$ cat src/rtl/multifun_sched.sv
// multifun_sched: round-robin scheduler in front of one shared bitwise
// multifunction unit, with lockable bursts and a registered response port.
//
// Ports:
//   clk, rst_n          clock, asynchronous active-low reset
//   req[NREQ]           per-requester request
//   lock[NREQ]          per-requester burst request (qualified by req)
//   sel[2*NREQ]         function select, requester i at [2i+1:2i]
//   a, b[W*NREQ]        operands, requester i at [W*i+W-1:W*i]
//   gnt[NREQ]           one-hot combinational grant
//   rsp_valid/id/f      registered response, held under backpressure
//   rsp_ready           consumer accepts the response
module multifun_sched #(
  parameter int NREQ     = 4,
  parameter int W        = 4,
  parameter int MAXBURST = 4
) (
  input  logic                      clk,
  input  logic                      rst_n,
  input  logic [NREQ-1:0]           req,
  input  logic [NREQ-1:0]           lock,
  input  logic [2*NREQ-1:0]         sel,
  input  logic [W*NREQ-1:0]         a,
  input  logic [W*NREQ-1:0]         b,
  output logic [NREQ-1:0]           gnt,
  output logic                      rsp_valid,
  output logic [$clog2(NREQ)-1:0]   rsp_id,
  output logic [W-1:0]              rsp_f,
  input  logic                      rsp_ready
);
  localparam int IW = $clog2(NREQ);
  localparam int BW = $clog2(MAXBURST) + 1;

  typedef enum logic {ARB, BURST} state_t;

  logic [NREQ-1:0][1:0]   sel_v;
  logic [NREQ-1:0][W-1:0] a_v, b_v;
  assign sel_v = sel;
  assign a_v   = a;
  assign b_v   = b;

  state_t          state_q, state_d;
  logic [IW-1:0]   ptr_q, ptr_d, own_q, own_d;
  logic [BW-1:0]   bcnt_q, bcnt_d;
  logic            can_issue, gnt_any;
  logic [IW-1:0]   gnt_idx, idx;
  logic [IW:0]     s;
  logic [NREQ-1:0] excl;
  logic [W-1:0]    f;

  assign can_issue = !rsp_valid || rsp_ready;

  always_comb begin
    state_d = state_q;
    ptr_d   = ptr_q;
    own_d   = own_q;
    bcnt_d  = bcnt_q;
    gnt_any = 1'b0;
    gnt_idx = '0;
    excl    = '0;
    s       = '0;
    idx     = '0;
    // Reset gating keeps gnt quiet while rst_n is low even with req high.
    if (rst_n && can_issue) begin
      if (state_q == BURST && req[own_q] && lock[own_q] && bcnt_q < BW'(MAXBURST)) begin
        // Burst grants leave ptr alone; it already points past the owner.
        gnt_any = 1'b1;
        gnt_idx = own_q;
        bcnt_d  = bcnt_q + 1'b1;
      end else begin
        state_d = ARB;
        // Only an exhausted burst forfeits the owner's chance this cycle.
        if (state_q == BURST && bcnt_q == BW'(MAXBURST)) excl[own_q] = 1'b1;
        for (int k = 0; k < NREQ; k++) begin
          s = {1'b0, ptr_q} + (IW+1)'(k);
          if (s >= (IW+1)'(NREQ)) s = s - (IW+1)'(NREQ);
          idx = s[IW-1:0];
          if (!gnt_any && req[idx] && !excl[idx]) begin
            gnt_any = 1'b1;
            gnt_idx = idx;
          end
        end
        if (gnt_any) begin
          ptr_d = (gnt_idx == IW'(NREQ-1)) ? '0 : gnt_idx + 1'b1;
          if (lock[gnt_idx]) begin
            state_d = BURST;
            own_d   = gnt_idx;
            bcnt_d  = BW'(1);
          end
        end
      end
    end
  end

  assign gnt = gnt_any ? ({{(NREQ-1){1'b0}}, 1'b1} << gnt_idx) : '0;

  // The single shared function unit, fed by the granted requester.
  always_comb begin
    unique case (sel_v[gnt_idx])
      2'b00:   f = a_v[gnt_idx] & b_v[gnt_idx];
      2'b01:   f = a_v[gnt_idx] | b_v[gnt_idx];
      2'b10:   f = a_v[gnt_idx] ^ b_v[gnt_idx];
      default: f = ~(a_v[gnt_idx] & b_v[gnt_idx]);
    endcase
  end

  always_ff @(posedge clk or negedge rst_n) begin
    if (!rst_n) begin
      state_q   <= ARB;
      ptr_q     <= '0;
      own_q     <= '0;
      bcnt_q    <= '0;
      rsp_valid <= 1'b0;
      rsp_id    <= '0;
      rsp_f     <= '0;
    end else begin
      state_q <= state_d;
      ptr_q   <= ptr_d;
      own_q   <= own_d;
      bcnt_q  <= bcnt_d;
      if (gnt_any) begin
        rsp_valid <= 1'b1;
        rsp_id    <= gnt_idx;
        rsp_f     <= f;
      end else if (rsp_ready) begin
        rsp_valid <= 1'b0;
      end
    end
  end
endmodule
$ cat config.mk
export PLATFORM = sky130hd
export DESIGN_NAME = multifun_sched
export DESIGN_NICKNAME = d
export VERILOG_FILES = /design/src/rtl/multifun_sched.sv
export SDC_FILE = /design/constraint.sdc
export NUM_CORES = 1
export LEC_CHECK = 0
export ABC_CLOCK_PERIOD_IN_PS = 5550
export CORE_MARGIN = 3
export CORE_UTILIZATION = 50
export DETAILED_ROUTE_END_ITERATION = 10
export HOLD_SLACK_MARGIN = 0.12
export PLACE_DENSITY_LB_ADDON = 0.25
export SLEW_MARGIN = 40
export SYNTH_ARGS = -nofsm -noshare
export SYNTH_HDL_FRONTEND = slang
export SYNTH_SLANG_ARGS = --single-unit
$ cat constraint.sdc
create_clock -name clk -period 5.55 [get_ports clk]
set_input_delay 0.8325 -clock clk [delete_from_list [all_inputs] [get_ports clk]]
set_output_delay 0.8325 -clock clk [all_outputs]
set_load 0.005 [all_outputs]
==> reports/metrics.csv <==
metric;value;unit
port_buffers;61;
grtUsageTotal;0.202;
powerDensity;353;nW/µm²
grt_pass1_wl;7.16;mm
relSlewSlack;0.569;
fmax;238;MHz
cts_buffer_depth;2;
syn_nets;260;
post_drt_via_cell_ratio;5.71;
skew;1.26;ps
cts_root_buffer;clkbuf_4;
cp_slowest_cell;clkdlybuf4s50_1;
grt_pass1_vias;1697;
core-area;3420;µm²
criticalPathCategory;input port to primary output;
cap_violations;0;
io_pins;62;
syn-instance-count;199;
vias;1736;
clkSlewWorstSetupHoldPaths;80;ps
cts_tree;built;
tightest_slew;644;ps
cts_hold_buf;0;
hp-class;register to register;
die-area;4400;µm²
drtPass1Iterations;4;
fp.dieW;66.3;µm
swShare;0.446;
fin_setup_tns;0;ps
combPwrFrac;0.666;
slowest_delay;590;ps
first_iter_violations;103;
ys_seq_area_frac;0.206;
yosys_register_bits;15;
drive_gt1_frac;0.128;
irDropWorstVdd;0.218;mV
cp_common_cell;clkdlybuf4s50_1;
antenna_found_initial;0;
p_leak;0.00106;µW
cts_resized;0;
crit_path_end_kind;primary output;
rsz0062_at_grt;false;
cp_cell_sequence;clkdlybuf4s50_1 > nand3_1 > a311o_1 > a311oi_1 > nor3_2 > buf_4 > nor3b_1 > clkdlybuf4s50_1;
synth_compound_area_frac;0.248;
numCtsBuffers;3;
synth_mux_area_frac;0.232;
yosys.area_share.simple;0.177;
cts_max_level;1;
yosys.area_share.xor_xnor;0.00481;
detail-route-antenna-nets;0;
p_int;484;µW
power.share.clock;0.069;
drc;0;
pwr-share-seq;0.265;
synthesis.area;1820;µm²
die_h;66.3;µm
syn_avg_cell_area;9.14;µm²
clock_sink_count;15;
start_util;0.533;
setup_viol;0;
synth_warnings;0;
final_nets;320;
wirelength;4.41;mm
antenna_cells;0;
gp_congestion;0.856;
overflow;0;
rows;21;
cp.required;4720;ps
ys_types;54;
arrival;3380;ps
fin_crit_sh;0.759;
insertion_delay;280;ps
hold_viol;0;
crit_buf_inv;3;
power_switching;389;µW
whs;488;ps
synth_top_family_by_area;compound AO/OA/AOI/OAI gates;
dp_hpwl;3.52;mm
fin_crit;4210;ps
grt_max_degree;28;
path_max_fanout;27;
finalMaxSlewViolations;0;
areaGrowthSynthToFinish;36.2;%
startpoint_type;input port;
cpLargestDelayFamily;buffers and inverters;
synthAdderAreaFrac;0.0688;
status;finished clean;
wl_per_cell;14.5;µm
post_cts_buffers;0;
[layer usage]
metal / up-vias / GRT usage / part of all wire
met5: - / 0 / 0
met4: 0 / 0.0685 / 0.013
met3: 8 / 0.0221 / 0.037
met2: 40 / 0.337 / 0.49
met1: 829 / 0.269 / 0.46
li1: 859 / - / -
[Yosys cell counts (all sizes together)]
| cell type | instances | area (µm²) |
|---|---|---|
| mux2i | 28 | 280 |
| nand2 | 14 | 52.6 |
| o211a | 1 | 10.0 |
| a311o | 1 | 10.0 |
| a311oi | 1 | 8.76 |
| buf | 7 | 53.8 |
| and4b | 2 | 23.8 |
| clkbuf | 1 | 3.75 |
| o2111ai | 1 | 8.76 |
| a2bb2oi | 3 | 26.3 |
| nor3 | 1 | 5.00 |
| o311a | 1 | 10.0 |
| a21boi | 2 | 22.5 |
| or2 | 1 | 6.26 |
| a21oi | 13 | 65.1 |
| o21ai | 12 | 63.8 |
| a211oi | 4 | 45.1 |
| and2 | 2 | 12.5 |
| o221a | 1 | 11.3 |
| a22o | 2 | 17.5 |
| mux4 | 1 | 22.5 |
| nand4b | 1 | 23.8 |
| nor3b | 2 | 15.0 |
| dfrtp | 15 | 375 |
| nor2 | 14 | 52.6 |
| mux2 | 10 | 120 |
| and4 | 1 | 8.76 |
| nand3b | 2 | 15.0 |
| ha | 10 | 125 |
| nand2b | 5 | 31.3 |
| a2111oi | 3 | 57.6 |
| inv | 15 | 56.3 |
| o211ai | 4 | 40.0 |
| a31oi | 1 | 6.26 |
| o32a | 1 | 10.0 |
| a21o | 1 | 7.51 |
| a22oi | 1 | 7.51 |
| nand3 | 7 | 35.0 |
| o221ai | 1 | 15.0 |
| nor2b | 2 | 12.5 |
| xnor2 | 1 | 8.76 |
| nand4 | 2 | 27.5 |
| a31o | 1 | 8.76 |
[power groups by stage]
stage,registers (µW),logic (µW),clock network (µW)
after global placement,230,569,0
after CTS,229,586,63.1
after floorplan,198,454,0
after detailed placement,230,584,0
final,231,582,60.0
after global routing,240,646,67.0
[cells by family after synthesis]
| family | Yosys count |
|---|---|
| adders and majority gates | 10 |
| xor gates and xnor gates | 1 |
| AOI/OAI and AO/OA | 55 |
| and+or+nand+nor | 56 |
| DFF | 15 |
| muxes | 39 |
| buffers and inverters | 23 |
[final cells by class]
cell class	count	area [µm²]
Clock inverter	1	5.00
Multi-Input combinational cell	161	1340
Tap cell	46	57.6
Timing Repair Buffer	63	626
Sequential cell	15	375
Fill cell	287	938
Inverter	15	56.3
Clock buffer	3	22.5
[state kept, by name, indices dropped and copies added, names as in the netlist]
register   flops
state_q        1
rsp_f          4
ptr_q          2
bcnt_q         3
own_q          2
rsp_valid      1
rsp_id         2
[final timing paths]
path                       cells past startpoint  slack (ps)                  start                     to
setup / recovery                               8        1340                 req[0]                 gnt[0]
hold / removal                                 1         490  rsp_id[1]$_DFFE_PN0P_  rsp_id[1]$_DFFE_PN0P_
setup reg to reg                              13        2160   own_q[0]$_DFFE_PN0P_   rsp_f[2]$_DFFE_PN0P_
hold reg to reg                                1         490  rsp_id[1]$_DFFE_PN0P_  rsp_id[1]$_DFFE_PN0P_
max in group asynchronous                      2        4500                  rst_n   rsp_f[2]$_DFFE_PN0P_
min in group asynchronous                      2         870                  rst_n  bcnt_q[0]$_DFFE_PN0P_
[metrics by stage]
stage          cells   util  total power (µW)  worst slack, ps  area, µm²
6_report         304  0.725               874             1340       2480
2_1_floorplan    199      -               652             2160       1820
3_5_place_dp     300  0.717               814             1370       2450
5_1_grt          304  0.725               953             1160       2480
3_3_place_gp     300  0.717               799             1440       2450
4_1_cts          304  0.725               879             1340       2480
[placed cells by master, fill, tap and decap left out, types with 3 or more instances in the layout]
cell type	instances
clkbuf_4	3
nand2b_1	5
nand3_1	7
nand2_1	14
a2bb2oi_1	3
dfrtp_1	15
nor2_1	14
ha_1	10
mux2i_1	28
mux2_2	6
clkdlybuf4s50_1	61
a21oi_1	13
a211oi_2	3
inv_1	14
o21ai_0	8
o21ai_1	3
Note: power is estimated with default switching activity, not from simulation.
